==> src/rtl/event_pkg.sv <==
// Shared types and constants for the event listener slice.
// Optional feature macro: EVENT_LISTENER_TSTAMP_EN (timestamp capture).
package event_pkg;

    // Listener arming state.
    typedef enum logic [1:0] {
        DISARMED = 2'd0,
        ARMED    = 2'd1,
        DONE     = 2'd2
    } ev_state_t;

    localparam int              DROP_W   = 8;
    localparam logic [DROP_W-1:0] DROP_MAX = 8'd255;

    // Record layout at the default widths (payload above timestamp).
    localparam int EV_DATA_W = 8;
    localparam int EV_TS_W   = 16;

    typedef struct packed {
        logic [EV_DATA_W-1:0] data;
        logic [EV_TS_W-1:0]   ts;
    } ev_rec_t;

endpackage

==> src/rtl/event_fifo.sv <==
// Parametric synchronous FIFO with extra-bit wrap pointers.
// Head is presented combinationally; reads as zero while empty.
module event_fifo #(
    parameter int DEPTH = 4,
    parameter int WIDTH = 8
) (
    input  logic             clk,
    input  logic             rst,
    input  logic             push,
    input  logic [WIDTH-1:0] wr_data,
    input  logic             pop,
    output logic [WIDTH-1:0] rd_data,
    output logic             full,
    output logic             empty
);

    localparam int AW = $clog2(DEPTH);

    logic [AW:0]      wr_ptr;
    logic [AW:0]      rd_ptr;
    logic [WIDTH-1:0] mem [DEPTH];
    logic             do_push;
    logic             do_pop;

    assign empty   = (wr_ptr == rd_ptr);
    assign full    = (wr_ptr[AW] != rd_ptr[AW]) && (wr_ptr[AW-1:0] == rd_ptr[AW-1:0]);
    assign do_pop  = pop && !empty;
    // A full FIFO still accepts a write when the head leaves in the same cycle.
    assign do_push = push && (!full || do_pop);
    assign rd_data = empty ? '0 : mem[rd_ptr[AW-1:0]];

    // Pointer registers.
    // NOTE: state is updated with non-blocking assignments so every register samples pre-edge values.
    always_ff @(posedge clk or posedge rst) begin
        if (rst) begin
            wr_ptr <= '0;
            rd_ptr <= '0;
        end else begin
            if (do_push) wr_ptr <= wr_ptr + 1'b1;
            if (do_pop)  rd_ptr <= rd_ptr + 1'b1;
        end
    end

    // Storage write port.
    // NOTE: storage has no reset; emptiness is tracked by the pointers alone, so old contents are never visible.
    always_ff @(posedge clk) begin
        if (do_push) mem[wr_ptr[AW-1:0]] <= wr_data;
    end

endmodule

==> src/rtl/event_listener.sv <==
// Event listener: arm/disarm/oneshot FSM, capture into a FIFO, drop counting.
// Optional feature macro: EVENT_LISTENER_TSTAMP_EN builds the timestamp
// counter and the per-entry timestamp field; otherwise out_ts is tied to 0.
module event_listener
    import event_pkg::*;
#(
    parameter int DATA_W = 8,
    parameter int DEPTH  = 4,
    parameter int TS_W   = 16
) (
    input  logic              clk,
    input  logic              rst,
    input  logic              arm,
    input  logic              disarm,
    input  logic              oneshot,
    input  logic              ev_trig,
    input  logic [DATA_W-1:0] ev_data,
    output logic              out_valid,
    input  logic              out_ready,
    output logic [DATA_W-1:0] out_data,
    output logic [TS_W-1:0]   out_ts,
    output logic              armed,
    output logic [DROP_W-1:0] drop_cnt,
    output logic              overflow,
    input  logic              clr
);

`ifdef EVENT_LISTENER_TSTAMP_EN
    localparam int REC_W = DATA_W + TS_W;
`else
    localparam int REC_W = DATA_W;
`endif

    ev_state_t        state_q, state_d;
    logic             os_q, os_d;
    logic             fifo_full, fifo_empty;
    logic             pop, accept, drop;
    logic [REC_W-1:0] push_rec, head_rec;

    assign out_valid = !fifo_empty;
    assign pop       = out_valid && out_ready;

    // State register and latched oneshot mode.
    always_ff @(posedge clk or posedge rst) begin
        if (rst) begin
            state_q <= DISARMED;
            os_q    <= 1'b0;
        end else begin
            state_q <= state_d;
            os_q    <= os_d;
        end
    end

    // Next-state logic: disarm has priority over arm and over the oneshot finish.
    // NOTE: every comb output gets a default first so no latch is inferred.
    always_comb begin
        state_d = state_q;
        os_d    = os_q;
        unique case (state_q)
            ARMED: begin
                if (disarm)             state_d = DISARMED;
                else if (accept && os_q) state_d = DONE;
            end
            DISARMED, DONE: begin
                if (disarm) begin
                    state_d = DISARMED;
                end else if (arm) begin
                    state_d = ARMED;
                    os_d    = oneshot;
                end
            end
            default: state_d = DISARMED;
        endcase
    end

    // Output decode: armed flag and capture arbitration against FIFO space.
    always_comb begin
        armed  = (state_q == ARMED);
        accept = armed && ev_trig && (!fifo_full || pop);
        drop   = armed && ev_trig && fifo_full && !pop;
    end

    // Saturating drop counter and sticky overflow; clear beats a coincident drop.
    always_ff @(posedge clk or posedge rst) begin
        if (rst) begin
            drop_cnt <= '0;
            overflow <= 1'b0;
        end else if (clr) begin
            drop_cnt <= '0;
            overflow <= 1'b0;
        end else if (drop) begin
            if (drop_cnt != DROP_MAX) drop_cnt <= drop_cnt + 1'b1;
            overflow <= 1'b1;
        end
    end

`ifdef EVENT_LISTENER_TSTAMP_EN
    logic [TS_W-1:0] ts_q;

    // Free-running timestamp; a capture stores the value before its edge.
    always_ff @(posedge clk or posedge rst) begin
        if (rst) ts_q <= '0;
        else     ts_q <= ts_q + 1'b1;
    end

    assign push_rec = {ev_data, ts_q};
    assign out_data = head_rec[REC_W-1 -: DATA_W];
    assign out_ts   = head_rec[TS_W-1:0];
`else
    assign push_rec = ev_data;
    assign out_data = head_rec;
    assign out_ts   = '0;
`endif

    event_fifo #(
        .DEPTH (DEPTH),
        .WIDTH (REC_W)
    ) u_fifo (
        .clk     (clk),
        .rst     (rst),
        .push    (accept),
        .wr_data (push_rec),
        .pop     (pop),
        .rd_data (head_rec),
        .full    (fifo_full),
        .empty   (fifo_empty)
    );

endmodule

==> config.mk <==
export PLATFORM = sky130hd
export DESIGN_NAME = event_listener
export DESIGN_NICKNAME = d
export VERILOG_FILES = /design/src/rtl/event_pkg.sv /design/src/rtl/event_fifo.sv /design/src/rtl/event_listener.sv
export SDC_FILE = /design/constraint.sdc
export NUM_CORES = 1
export LEC_CHECK = 0
export CAP_MARGIN = 25
export CORE_ASPECT_RATIO = 1.2
export CORE_MARGIN = 5
export CORE_UTILIZATION = 50
export CTS_CLUSTER_SIZE = 20
export DETAILED_ROUTE_END_ITERATION = 8
export PLACE_DENSITY_LB_ADDON = 0.08
export SYNTH_ARGS = -nofsm -noshare
export SYNTH_HDL_FRONTEND = slang
export SYNTH_SLANG_ARGS = --single-unit
==> constraint.sdc <==
create_clock -name clk -period 2.19 [get_ports clk]
set_input_delay 0.219 -clock clk [delete_from_list [all_inputs] [get_ports clk]]
set_output_delay 0.219 -clock clk [all_outputs]
set_load 0.05 [all_outputs]
==> run summary <==
STATUS
---------------------------------------------------------------------------------------
Result of the run                                                             completed

DETAILED ROUTING
---------------------------------------------------------------------------------------
Number of remaining DRC errors                                                        0
Number of violations reported at the end of detailed-routing iteration 0             66
Total via count after detailed routing                                             1374
Vias per inst                                                                      5.17
Drt wl/cell                                                                     15.7 µm
Post-DRT Antenna Nets                                                                 0
Detailed-route wire length                                                      4160 µm
Number of iterations in the first detailed-routing pass                               3

CLOCK TREE
---------------------------------------------------------------------------------------
CTS tree                                                                          built
Clock tree sinks                                                                     50
Post-CTS setup buffers                                                                0
CTS resizes                                                                           0
Root buffer cell                                                               clkbuf_8
CTS H-tree depth                                                                      2
Clock latency reported for the late side of the worst-skew pair                  300 ps
Clk slew on worst S/H paths                                                       80 ps
Number of hold buffers added after cts                                                0
Worst-case clock buffer depth                                                         2
Total clock buffers created by CTS                                                    5

FINISH
---------------------------------------------------------------------------------------
Layout cells sized above 1                                                        0.188
Final Non-Filler Cells                                                              266
Count of fill cells added during filler insertion                                   371
Net count reported at finish                                                        229
Most common cell after layout, fill and taps aside                             edfxtp_1
Layout overhead on the synthesized area                                           23.2%
Number of diodes                                                                      0
Leading cell types in the layout, fill and taps excluded                   edfxtp_1 (32), clkdlybuf4s50_1 (25), dfrtp_1 (18)

PWR
---------------------------------------------------------------------------------------
Logic gate share of total power                                                   0.547
Pleak                                                                           1.09 nW
Fraction of power consumed by sequential logic                                    0.318
Pint                                                                          0.00232 W
Part of the total power dissipated in the clock network                           0.135
Proportion of total power due to net switching                                    0.391
Maximum VDD drop                                                               0.488 mV
Pwr/cell area                                                               1310 mW/mm²
Switching Power                                                               0.00149 W

FLOORPLAN
---------------------------------------------------------------------------------------
Number of I/O pins                                                                   51
Initial standard-cell utilization of the core                                     0.515
Die footprint                                                               0.00621 mm²
Die height                                                                      85.4 µm
Core region area                                                            0.00459 mm²
Die span in x                                                                   72.8 µm
Num rows                                                                             27

STA
---------------------------------------------------------------------------------------
Fmax                                                                            491 MHz
Max-slew violation count                                                              0
Post-route worst hold slack                                                      333 ps
RSZ-0062 raised after global routing                                              false
Number of endpoints failing setup at the final stage                                  0
Minimum setup slack in the final design                                          153 ps
Time the final worst path needs with I/O delays and setup                       2040 ps
Setup TNS                                                                          0 ps
Slew of the pin with the lowest slew margin                                      711 ps
Post-route clock period utilization                                               0.930
Tightest slew margin relative to the limit                                        0.526
Final hold vios                                                                       0
Clock skew after layout                                                         5.67 ps

GLOBAL ROUTE
---------------------------------------------------------------------------------------
Maximum number of pins on one net before global-route repair                         19
Global-route wire length before repair                                          6940 µm
Number of antenna violations at the first check in global routing                     0
Gr ovfl total                                                                         0
Overall track demand over capacity in global routing                              0.145
Vias in the first global route                                                     1474

SETUP PATH
---------------------------------------------------------------------------------------
Reg2reg setup slack                                                              360 ps
Critical Path End Type                                                      output port
Classification of the worst setup path                                     flip-flop to output port
Critical-path top delay cell                                                     mux4_2
Delay-heaviest family, CP                                                  multiplexers
Critical register-to-register path endpoint                                 drop_cnt[5]
Worst r2r path cells                                                                  4
Crit path launch type                                                         flip-flop
Largest stage delay on the critical path                                         530 ps
Number of buffers and inverters on the critical path                                  2
Required time of the worst setup path                                           1970 ps
Crit-path max FO                                                                     10
List of cells traversed by the critical path                               buf_4 -> mux4_2 -> and2_1 -> buf_12
Startpoint of the lowest-slack register-to-register path                   u_fifo.wr_ptr[0]
Worst path arrival time                                                         1820 ps

PLACED DESIGN
---------------------------------------------------------------------------------------
Dpl hpwl                                                                        3130 µm
Placer Congestion                                                                 0.804
Pre-CTS setup slack                                                             89.9 ps
Count of input and output buffers                                                    34
Placed instance count                                                               258

FLOW RUN
---------------------------------------------------------------------------------------
Number of max-cap violations                                                          0

LOGIC SYNTHESIS
---------------------------------------------------------------------------------------
Average size of a mapped cell                                                  14.3 µm²
Ys Warns                                                                              0
Post-synth cell types                                                                38
Post-Synthesis Cell Area                                                    0.00237 mm²
Post-synthesis sequential area ratio                                              0.597
Flip-flop and latch count after synthesis                                            50
Gate count after technology mapping                                                 165

WORST HOLD PATH
---------------------------------------------------------------------------------------
Path category of the worst min-delay check                                 input port to asynchronous set/reset pin

[Yosys cell counts, drive strengths merged]
cell	instances	share of area
mux2i	1	0.0042
inv	6	0.0095
mux2	2	0.0095
and2	12	0.032
a211oi	1	0.0032
or3	3	0.0079
nand2b	3	0.0079
edfxtp	32	0.41
xor2	2	0.011
dfrtp	18	0.19
nor2	3	0.0048
xnor2	5	0.030
nand4	2	0.0079
a21oi	9	0.019
o31ai	4	0.013
a41oi	1	0.0069
nand2	4	0.0063
conb	1	0.0016
buf	20	0.062
and4bb	1	0.0053
nand3	5	0.011
o41ai	1	0.0037
ha	6	0.032
o21ai	3	0.0063
clkbuf	1	0.0016
o21bai	1	0.0032
nor3	1	0.0021
nor2b	3	0.0079
or4	4	0.013
nand3b	2	0.0063
mux4	8	0.076
[through the flow]
step / power (W) / util / cell area [µm²]
3_3_place_gp: 0.00331 / 0.615 / 2830
3_5_place_dp: 0.00334 / 0.615 / 2830
2_1_floorplan: 0.00250 / - / 2420
4_1_cts: 0.00386 / 0.634 / 2910
6_report: 0.00381 / 0.634 / 2910
5_1_grt: 0.00399 / 0.634 / 2910
[worst reg2reg max path, stage by stage, from the launching register on]
cell,delay (ps)
dfrtp_1,450
xnor2_2,270
nand4_2,310
or4_1,580
a21oi_1,150
[layout make-up]
type                            count  area (µm²)  area share
Tap cell                           58        72.6      0.0249
Sequential cell                    50        1410       0.484
Timing Repair Buffer               41         483       0.166
Multi-Input combinational cell    103         837       0.287
Inverter                            6        22.5     0.00773
Clock inverter                      2        15.0     0.00515
Clock buffer                        6        72.6      0.0249
[cell families after synthesis]
logic type,share of synthesized area
AO/OA/AOI/OAI,0.0550
XOR/XNOR,0.0402
adder cells (fa/ha/maj),0.0317
buffers and inverters,0.0735
flip-flops,0.597
multiplexers,0.0899
other,0.00158
AND/OR/NAND/NOR,0.112
[routing by layer]
metal / up-vias / part of all wire / track usage
li1: 656 / - / -
met1: 674 / 0.39 / 0.158
met2: 33 / 0.54 / 0.259
met3: 11 / 0.052 / 0.0462
met4: 0 / 0.022 / 0.0537
met5: - / 0 / 0
[flip-flops by register name, summed over array words and instances, names as in the netlist]
register       count
os_q               1
u_fifo.rd_ptr      3
state_q            2
drop_cnt           8
u_fifo.wr_ptr      3
u_fifo.mem        32
overflow           1
[worst max-delay path by stage]
stage / startpoint / endpoint / slack, ps / depth (start not counted)
3_3_place_gp: out_ready / drop_cnt[5] / 170 / 5
2_1_floorplan: u_fifo.rd_ptr[1] / out_data[0] / 70 / 5
5_1_grt: u_fifo.rd_ptr[0] / out_data[6] / 60 / 4
4_1_cts: u_fifo.rd_ptr[0] / out_data[0] / 130 / 4
3_5_place_dp: out_ready / drop_cnt[5] / 90 / 5
6_report: u_fifo.rd_ptr[0] / out_data[0] / 150 / 4
[power groups by stage]
stage                     clock network, W  logic, W  registers [W]
after CTS                         0.000531   0.00212        0.00121
after global placement                   0   0.00209        0.00123
after global routing              0.000576   0.00219        0.00123
final                             0.000516   0.00208        0.00121
after floorplan                          0   0.00129        0.00121
after detailed placement                 0   0.00211        0.00123
No activity file was read; power rests on OpenSTA's default activity.
